File: config.mk
export PLATFORM = sky130hd
export DESIGN_NAME = pipe_stage_buf
export DESIGN_NICKNAME = d
export VERILOG_FILES = /design/src/rtl/pipe_stage_buf.sv
export SDC_FILE = /design/constraint.sdc
export NUM_CORES = 1
export LEC_CHECK = 0
export CORE_MARGIN = 4
export CORE_UTILIZATION = 55
export CTS_CLUSTER_SIZE = 10
export DETAILED_ROUTE_END_ITERATION = 8
export DONT_BUFFER_PORTS = 1
export PLACE_DENSITY = 0.67
export REMOVE_ABC_BUFFERS = 1
export SKIP_CTS_REPAIR_TIMING = 1
export SLEW_MARGIN = 20
export SYNTH_ARGS = -nofsm -noshare
export SYNTH_HDL_FRONTEND = slang
export SYNTH_SLANG_ARGS = --single-unit
File: constraint.sdc
create_clock -name clk -period 2.3 [get_ports clk]
set_input_delay 0.46 -clock clk [delete_from_list [all_inputs] [get_ports clk]]
set_output_delay 0.46 -clock clk [all_outputs]
set_load 0.02 [all_outputs]
File: src/rtl/pipe_stage_buf.sv
// pipe_stage_buf: pipeline-stage register with valid/allowin handshake, optional skid entry,
// flush clearing and a saturating count of entries killed by flush.
module pipe_stage_buf #(
  parameter int DATA_W = 64,
  parameter int SKID = 0,
  parameter int CLR_ON_FLUSH = 1,
  parameter logic [DATA_W-1:0] RESET_VAL = '0,
  parameter int CNT_W = 8
) (
  input  logic              clk,
  input  logic              rst_n,
  input  logic              flush,
  input  logic              hold,
  input  logic              up_valid,
  output logic              up_allowin,
  input  logic [DATA_W-1:0] up_data,
  output logic              dn_valid,
  input  logic              dn_allowin,
  output logic [DATA_W-1:0] dn_data,
  output logic [1:0]        occupancy,
  output logic [CNT_W-1:0]  flush_drops
);
  logic main_v, skid_v, up_fire, dn_fire;
  logic [DATA_W-1:0] main_d, skid_d;
  logic [CNT_W:0] drop_sum;
  assign dn_valid = main_v & ~hold;
  assign dn_fire = dn_valid & dn_allowin;
  // With a skid entry, allowin depends only on registered state
  assign up_allowin = (SKID != 0) ? ~skid_v : (~main_v | (dn_allowin & ~hold));
  assign up_fire = up_valid & up_allowin;
  assign dn_data = main_d;
  assign occupancy = {1'b0, main_v} + {1'b0, skid_v};
  assign drop_sum = {1'b0, flush_drops} + {{CNT_W{1'b0}}, main_v} + {{CNT_W{1'b0}}, skid_v};
  always_ff @(posedge clk)
    if (!rst_n) begin
      main_v <= 1'b0;
      skid_v <= 1'b0;
      main_d <= RESET_VAL;
      skid_d <= RESET_VAL;
      flush_drops <= '0;
    end else if (flush) begin
      main_v <= 1'b0;
      skid_v <= 1'b0;
      flush_drops <= drop_sum[CNT_W] ? '1 : drop_sum[CNT_W-1:0];
      if (CLR_ON_FLUSH != 0) begin
        main_d <= RESET_VAL;
        skid_d <= RESET_VAL;
      end
    end else if (SKID == 0) begin
      if (up_fire) begin
        main_d <= up_data;
        main_v <= 1'b1;
      end else if (dn_fire)
        main_v <= 1'b0;
    end else begin
      if (dn_fire && skid_v) begin
        main_d <= skid_d;
        skid_v <= 1'b0;
      end else if (dn_fire || !main_v) begin
        main_v <= up_fire;
        if (up_fire) main_d <= up_data;
      end else if (up_fire) begin
        skid_d <= up_data;
        skid_v <= 1'b1;
      end
    end
endmodule

==> run summary <==
The number of global-route vias before repair is 1,735. The pre-antenna-repair detailed-routing pass consisted of 4 iterations. The clock latency of the later-clocked register in the worst-skew pair came out at 0.33 ns. After detailed routing, the number of remaining DRC violations is 0. The top fanout value on the critical path came out at 6. The global-route wire length before repair came out at 8340 µm.

By area the synthesized netlist is led by dfxtp_1 52%, mux2i_1 23%, nor2_1 8.8%. The clock transition at the registers of the reported paths came out at 0.07 ns. The number of distinct standard cells referenced by the synthesized netlist is 28. Setup repair after global routing left no endpoint under its margin. The run finished with clean final reports. The largest net degree at the start of global routing came out at 65. The total power density per cell area came out at 898 mW/mm². The signal arrival time at the worst endpoint is 1.89 ns. The post-route worst hold slack is 0.220 ns. The average footprint of a synthesized cell is 10.9 µm². The switching power of the nets came out at 0.613 mW. The total wire length is 5270 µm. Dividing the detail-routed via count by the number of cells gives 5.33. Counting every sink on the clock net gives 73.

The gate count of the mapped netlist came out at 258. The final number of setup-violating endpoints is 0. Counting instances, the worst hold path has a depth of 1. The total of flip-flops plus latches after synthesis is 73. For this run, the number of Yosys warnings is 0.

Of the total power, the share spent switching nets is 0.230. dfxtp_1 takes more of the synthesized area than any other cell. The max-slew violation count came out at 0. The worst clock skew on the final layout is 0.00614 ns. Of the total power, combinational logic draws 0.063.

The routability congestion estimate from global placement came out at 0.733. In the finished design, the share of the clock period the worst path needs comes to 0.725. The CTS buffer count came out at 9.

The share of total power dissipated in the clock network is 0.418. During I/O placement, the number of pins put on the boundary was 146. In this run the horizontal extent of the chip is 79.4 µm.

STA classifies the critical path endpoint as a register. The effective utilization at floorplan is 0.582. TritonCTS built the clock tree. The hold violation count in the final report came to 0. The internal power contribution is 2.05 mW. The overall power of the completed layout came out at 2.66 mW. The count of antenna diodes in the layout is 0. Static timing analysis puts the maximum clock frequency at 600 MHz.

The worst-case clock buffer depth is 2. The number of maximum-capacitance violations is 0. The share of the synthesized area in the top cell type is 0.521. The combined global-route utilization of all metal layers came out at 0.171. The area added between synthesis and finish came out at 5.75%.

The mapped cell area came out at 0.00281 mm². The utilization after layout came out at 0.616. The first-iteration detailed-routing DRC count came out at 44. Measured in cells, the most critical reg-to-reg path has a length of 5.

The part of the total power dissipated in sequential elements came out at 0.519. IR analysis of the VDD net gives a maximum drop of 0.433 mV. The standby leakage power came out at 1.30 nW. The residual antenna-violating net count after detailed routing came out at 0. The share of cells above drive strength 1 is 0.0881. The standard-cell row count is 25. The critical path data required time came out at 2.53 ns. In the final design database the tool counted 328 nets. Of the synthesized area, sequential elements account for 0.521. The count of input and output buffers is 0. The final global-route overflow total came out at 0. The type of the setup path with the least slack is reg -> reg. The cell sitting at the root of the clock tree is a clkbuf_8. The via count came out at 1,747. The placed wire-length estimate after detailed placement is 3790 µm. The initial antenna violation count is 0. The time the worst path needs with I/O delays and setup came out at 1.67 ns. The vertical extent of the die came out at 79.4 µm. STA classifies the critical path startpoint as a register.

The routed wire length per instance is 16.1 µm. The H-tree was split into 3 levels. The total die area is 0.00631 mm².

The area of the core is 0.00482 mm². The min-delay analysis places its worst path in the category in -> reg.
-- sequential cells by signal, indices dropped and copies added, names as in the netlist --
register	flops
dn_data	64
flush_drops	8
main_v	1
-- metal layers --
layer  vias up  track usage  routed length (µm)
li1        864            -                   -
met1       782        0.205                2060
met2        93        0.258                2470
met3         8       0.0722                 651
met4         0       0.0928                  85
met5         -            0                   0
-- Yosys cell counts --
library cell,number
dfxtp_1,73
nor2_1,66
mux2i_1,64
buf_12,7
buf_2,6
a21oi_1,5
and3_1,5
nand3_1,4
inv_1,3
a31oi_1,2
buf_4,2
ha_1,2
nand2_1,2
nor3_1,2
o21ai_0,2
a21boi_4,1
a21o_1,1
and2b_2,1
and4_1,1
and4b_1,1
clkbuf_1,1
conb_1,1
nand2b_1,1
nand2b_4,1
nand4b_1,1
o211a_1,1
xnor2_1,1
xor2_1,1
-- power groups by stage --
stage,sequential [mW],clock [mW],combinational (mW)
floorplan,1.40,0,0.149
global placement,1.41,0,0.167
detailed placement,1.41,0,0.170
CTS,1.38,1.14,0.170
global route,1.39,1.20,0.189
finish,1.38,1.11,0.168
-- layout make-up --
type                            count  area, µm²
Fill cell                         409       1850
Clock buffer                       11        151
Clock inverter                      5       77.6
Multi-Input combinational cell    166       1150
Sequential cell                    73       1460
Tap cell                           67       83.8
Timing Repair Buffer                3       35.0
Inverter                            3       11.3
-- cell families (layout without fill, tap and decap cells) --
group	count (synthesis)	count (layout)	share of synthesized area
simple gates	85	85	0.133
flops	73	73	0.521
compound gates	12	12	0.0299
xor+xnor	2	2	0.00625
buf+inv	19	22	0.0714
fa+ha+maj	2	2	0.00892
other cells	1	1	0.00134
mux	64	64	0.228
-- cells in the final DEF (no fill, tap or decap) --
master | netlist | routed
nand2_1 | 2 | 2
a21oi_1 | 5 | 5
xnor2_1 | 1 | 1
and3_1 | 5 | 5
xor2_1 | 1 | 1
inv_1 | 3 | 3
o211a_1 | 1 | 1
clkinv_2 | 0 | 2
dfxtp_1 | 73 | 73
bufinv_16 | 0 | 2
conb_1 | 1 | 1
clkinvlp_4 | 0 | 1
nand4b_1 | 1 | 1
nor2_1 | 66 | 66
and2b_2 | 1 | 1
clkbuf_8 | 0 | 11
a21o_1 | 1 | 1
ha_1 | 2 | 2
and4b_1 | 1 | 1
buf_4 | 2 | 2
o21ai_0 | 2 | 2
nand3_1 | 4 | 4
mux2i_1 | 64 | 64
nand2b_2 | 0 | 1
a21boi_4 | 1 | 1
nor3_1 | 2 | 2
nand2b_4 | 1 | 1
a31oi_1 | 2 | 2
buf_12 | 7 | 1
and4_1 | 1 | 1
-- worst paths after layout --
path                                   from             end  slack (ns)
worst max-delay path                 main_v  flush_drops[4]        0.63
worst min-delay path                  flush  flush_drops[1]        0.22
worst max register to register       main_v  flush_drops[4]        0.63
worst min register to register  dn_data[52]     dn_data[52]        0.61
-- worst max-delay path: stages, from the launching register on --
cell and delay (ns):
dfxtp_1 0.57, ha_1 0.25, ha_1 0.21, and3_1 0.26, nand4b_1 0.11, and3_1 0.17
-- metrics by stage --
stage	area, µm²	worst slack [ns]	setup TNS, ns	std cells
3_3_place_gp	2740	0.677	0	312
4_1_cts	2970	0.633	0	328
5_1_grt	2970	0.522	0	328
3_5_place_dp	2740	0.648	0	312
6_report	2970	0.633	0	328
2_1_floorplan	2620	-0.356	-22.80	242
Power figures use the tool's default switching activity.
==> patch, RTL diff (same flow settings) <==
Set the parameter `CNT_W` to 10 (it was 8).
--- a/src/rtl/pipe_stage_buf.sv
+++ b/src/rtl/pipe_stage_buf.sv
@@ -7,3 +7,3 @@
   parameter logic [DATA_W-1:0] RESET_VAL = '0,
-  parameter int CNT_W = 8
+  parameter int CNT_W = 10
 ) (
Interface: changed (resized flush_drops); port bits go from 146 to 148. The function was not compared with the original's and may differ.
==> patch against the original RTL <==
Wire length rose by 3.6%; total power rose by 8.0%; design area rose by 4.8%; fmax fell by 8.6%; die area rose by 3.3%; worst setup slack got worse by 0.16 ns; sequential cell count rose by 2; synthesized area rose by 3.7%; critical path depth did not move; sequential share of layout area fell by 0.95 points; critical path type unchanged; largest power group unchanged.
==> patch: results (changes against the original RTL) <==
.. list-table::
   :header-rows: 1

   * - Metric
     - Value
   * - Detail Placement HPWL
     - 3970 µm (+4.8%)
   * - CP Max Fanout
     - 7 (+1)
   * - Total routing resource utilization after global routing
     - 0.167 (-0.00416)
   * - Post-synthesis adder-cell area fraction
     - 0.00860 (-0.000318)
   * - Critical Path Slowest Stage Cell
     - sky130_fd_sc_hd__dfxtp_1
   * - Share of cell area taken by muxes after synthesis
     - 0.227 (-0.00127)
   * - DRC marker count from the first detailed-route iteration
     - 60 (+36%)
   * - Pre-CTS WS
     - 0.480 ns (-0.168 ns)
   * - Standard cell area after detailed placement
     - 0.00285 mm² (+3.9%)
   * - Compound-gate portion of the synthesized area
     - 0.0288 (-0.00107)
   * - Detail-routed net length per standard cell
     - 16.0 µm (-0.60%)
   * - Most common library cells after synthesis
     - 75 x sky130_fd_sc_hd__dfxtp_1, 69 x sky130_fd_sc_hd__nor2_1, 66 x sky130_fd_sc_hd__mux2i_1, 8 x sky130_fd_sc_hd__a21oi_1, 8 x sky130_fd_sc_hd__nand2_1
   * - Global-route wire length before repair
     - 8380 µm (+0.58%)
   * - Result of the run
     - completed
   * - Largest vdd supply drop
     - 0.503 mV (+16%)
   * - Distinct cells, synth
     - 29 (+3.6%)
   * - Vias per Instance
     - 5.32 (-0.14%)
   * - Max Root-Sink Buffers
     - 2 (unchanged)
   * - Via count of the first global-routing pass
     - 1787 (+3.0%)
   * - Dominant register cell in the synthesized netlist
     - sky130_fd_sc_hd__dfxtp_1
   * - Share of the synthesized netlist area taken by xor and xnor gates
     - 0.0120 (+0.00580)
   * - Routability congestion estimate
     - 0.780 (+6.4%)
   * - Top area cells in the synthesized netlist
     - sky130_fd_sc_hd__dfxtp_1 52%, sky130_fd_sc_hd__mux2i_1 23%, sky130_fd_sc_hd__nor2_1 8.9%
   * - Register area share after synthesis
     - 0.516 (-0.00483)
   * - Skew final
     - 0.00783 ns (+0.00169 ns)
   * - Worst EP arrival
     - 2.08 ns (+0.19 ns)
[patch: cell types whose count changed after synthesis, moves of 2 or more]
cell | unedited run | this run
sky130_fd_sc_hd__and3_1 | 5 | 1
sky130_fd_sc_hd__nor2_1 | 66 | 69
sky130_fd_sc_hd__dfxtp_1 | 73 | 75
sky130_fd_sc_hd__nand4_1 | 0 | 2
sky130_fd_sc_hd__mux2i_1 | 64 | 66
sky130_fd_sc_hd__nand2_1 | 2 | 8
sky130_fd_sc_hd__a21oi_1 | 5 | 8
[patch: area by class of cell]
class | instances | area, µm²
fillers | 433 | 2000
flip-flops and latches | 75 | 1500
multi-input cells | 177 | 1200
clock buffers | 10 | 138
clock inverters | 5 | 125
well taps | 70 | 87.6
repair buffers | 3 | 47.5
inverters | 2 | 7.51
[patch: metal layers]
| metal | global-route usage | part of all wire | wire (µm) |
|---|---|---|---|
| met5 | 0 | 0 | 0 |
| met4 | 0.0861 | 0.018 | 100 |
| met3 | 0.0695 | 0.13 | 700 |
| met2 | 0.254 | 0.46 | 2510 |
| met1 | 0.200 | 0.39 | 2150 |
[patch: final timing paths]
check                                                    to  slack [ns]  depth (start not counted)
worst min register to register  flush_drops[6]$_SDFFE_PN0P_        0.61                          2
worst min-delay path                    main_v$_SDFFE_PP0P_        0.25                          2
worst max register to register  flush_drops[5]$_SDFFE_PN0P_        0.48                          5
worst max-delay path            flush_drops[5]$_SDFFE_PN0P_        0.48                          5
[patch: per-stage QoR]
stage	utilization	instances	power [µW]	TNS, ns	hold slack [ns]
floorplan	-	254	1580	-22.80	0.571
global placement	0.557	327	1610	0	0.579
detailed placement	0.557	327	1620	0	0.587
CTS	0.609	342	2910	0	0.238
global route	0.609	342	2990	0	0.256
finish	0.609	342	2880	0	0.250
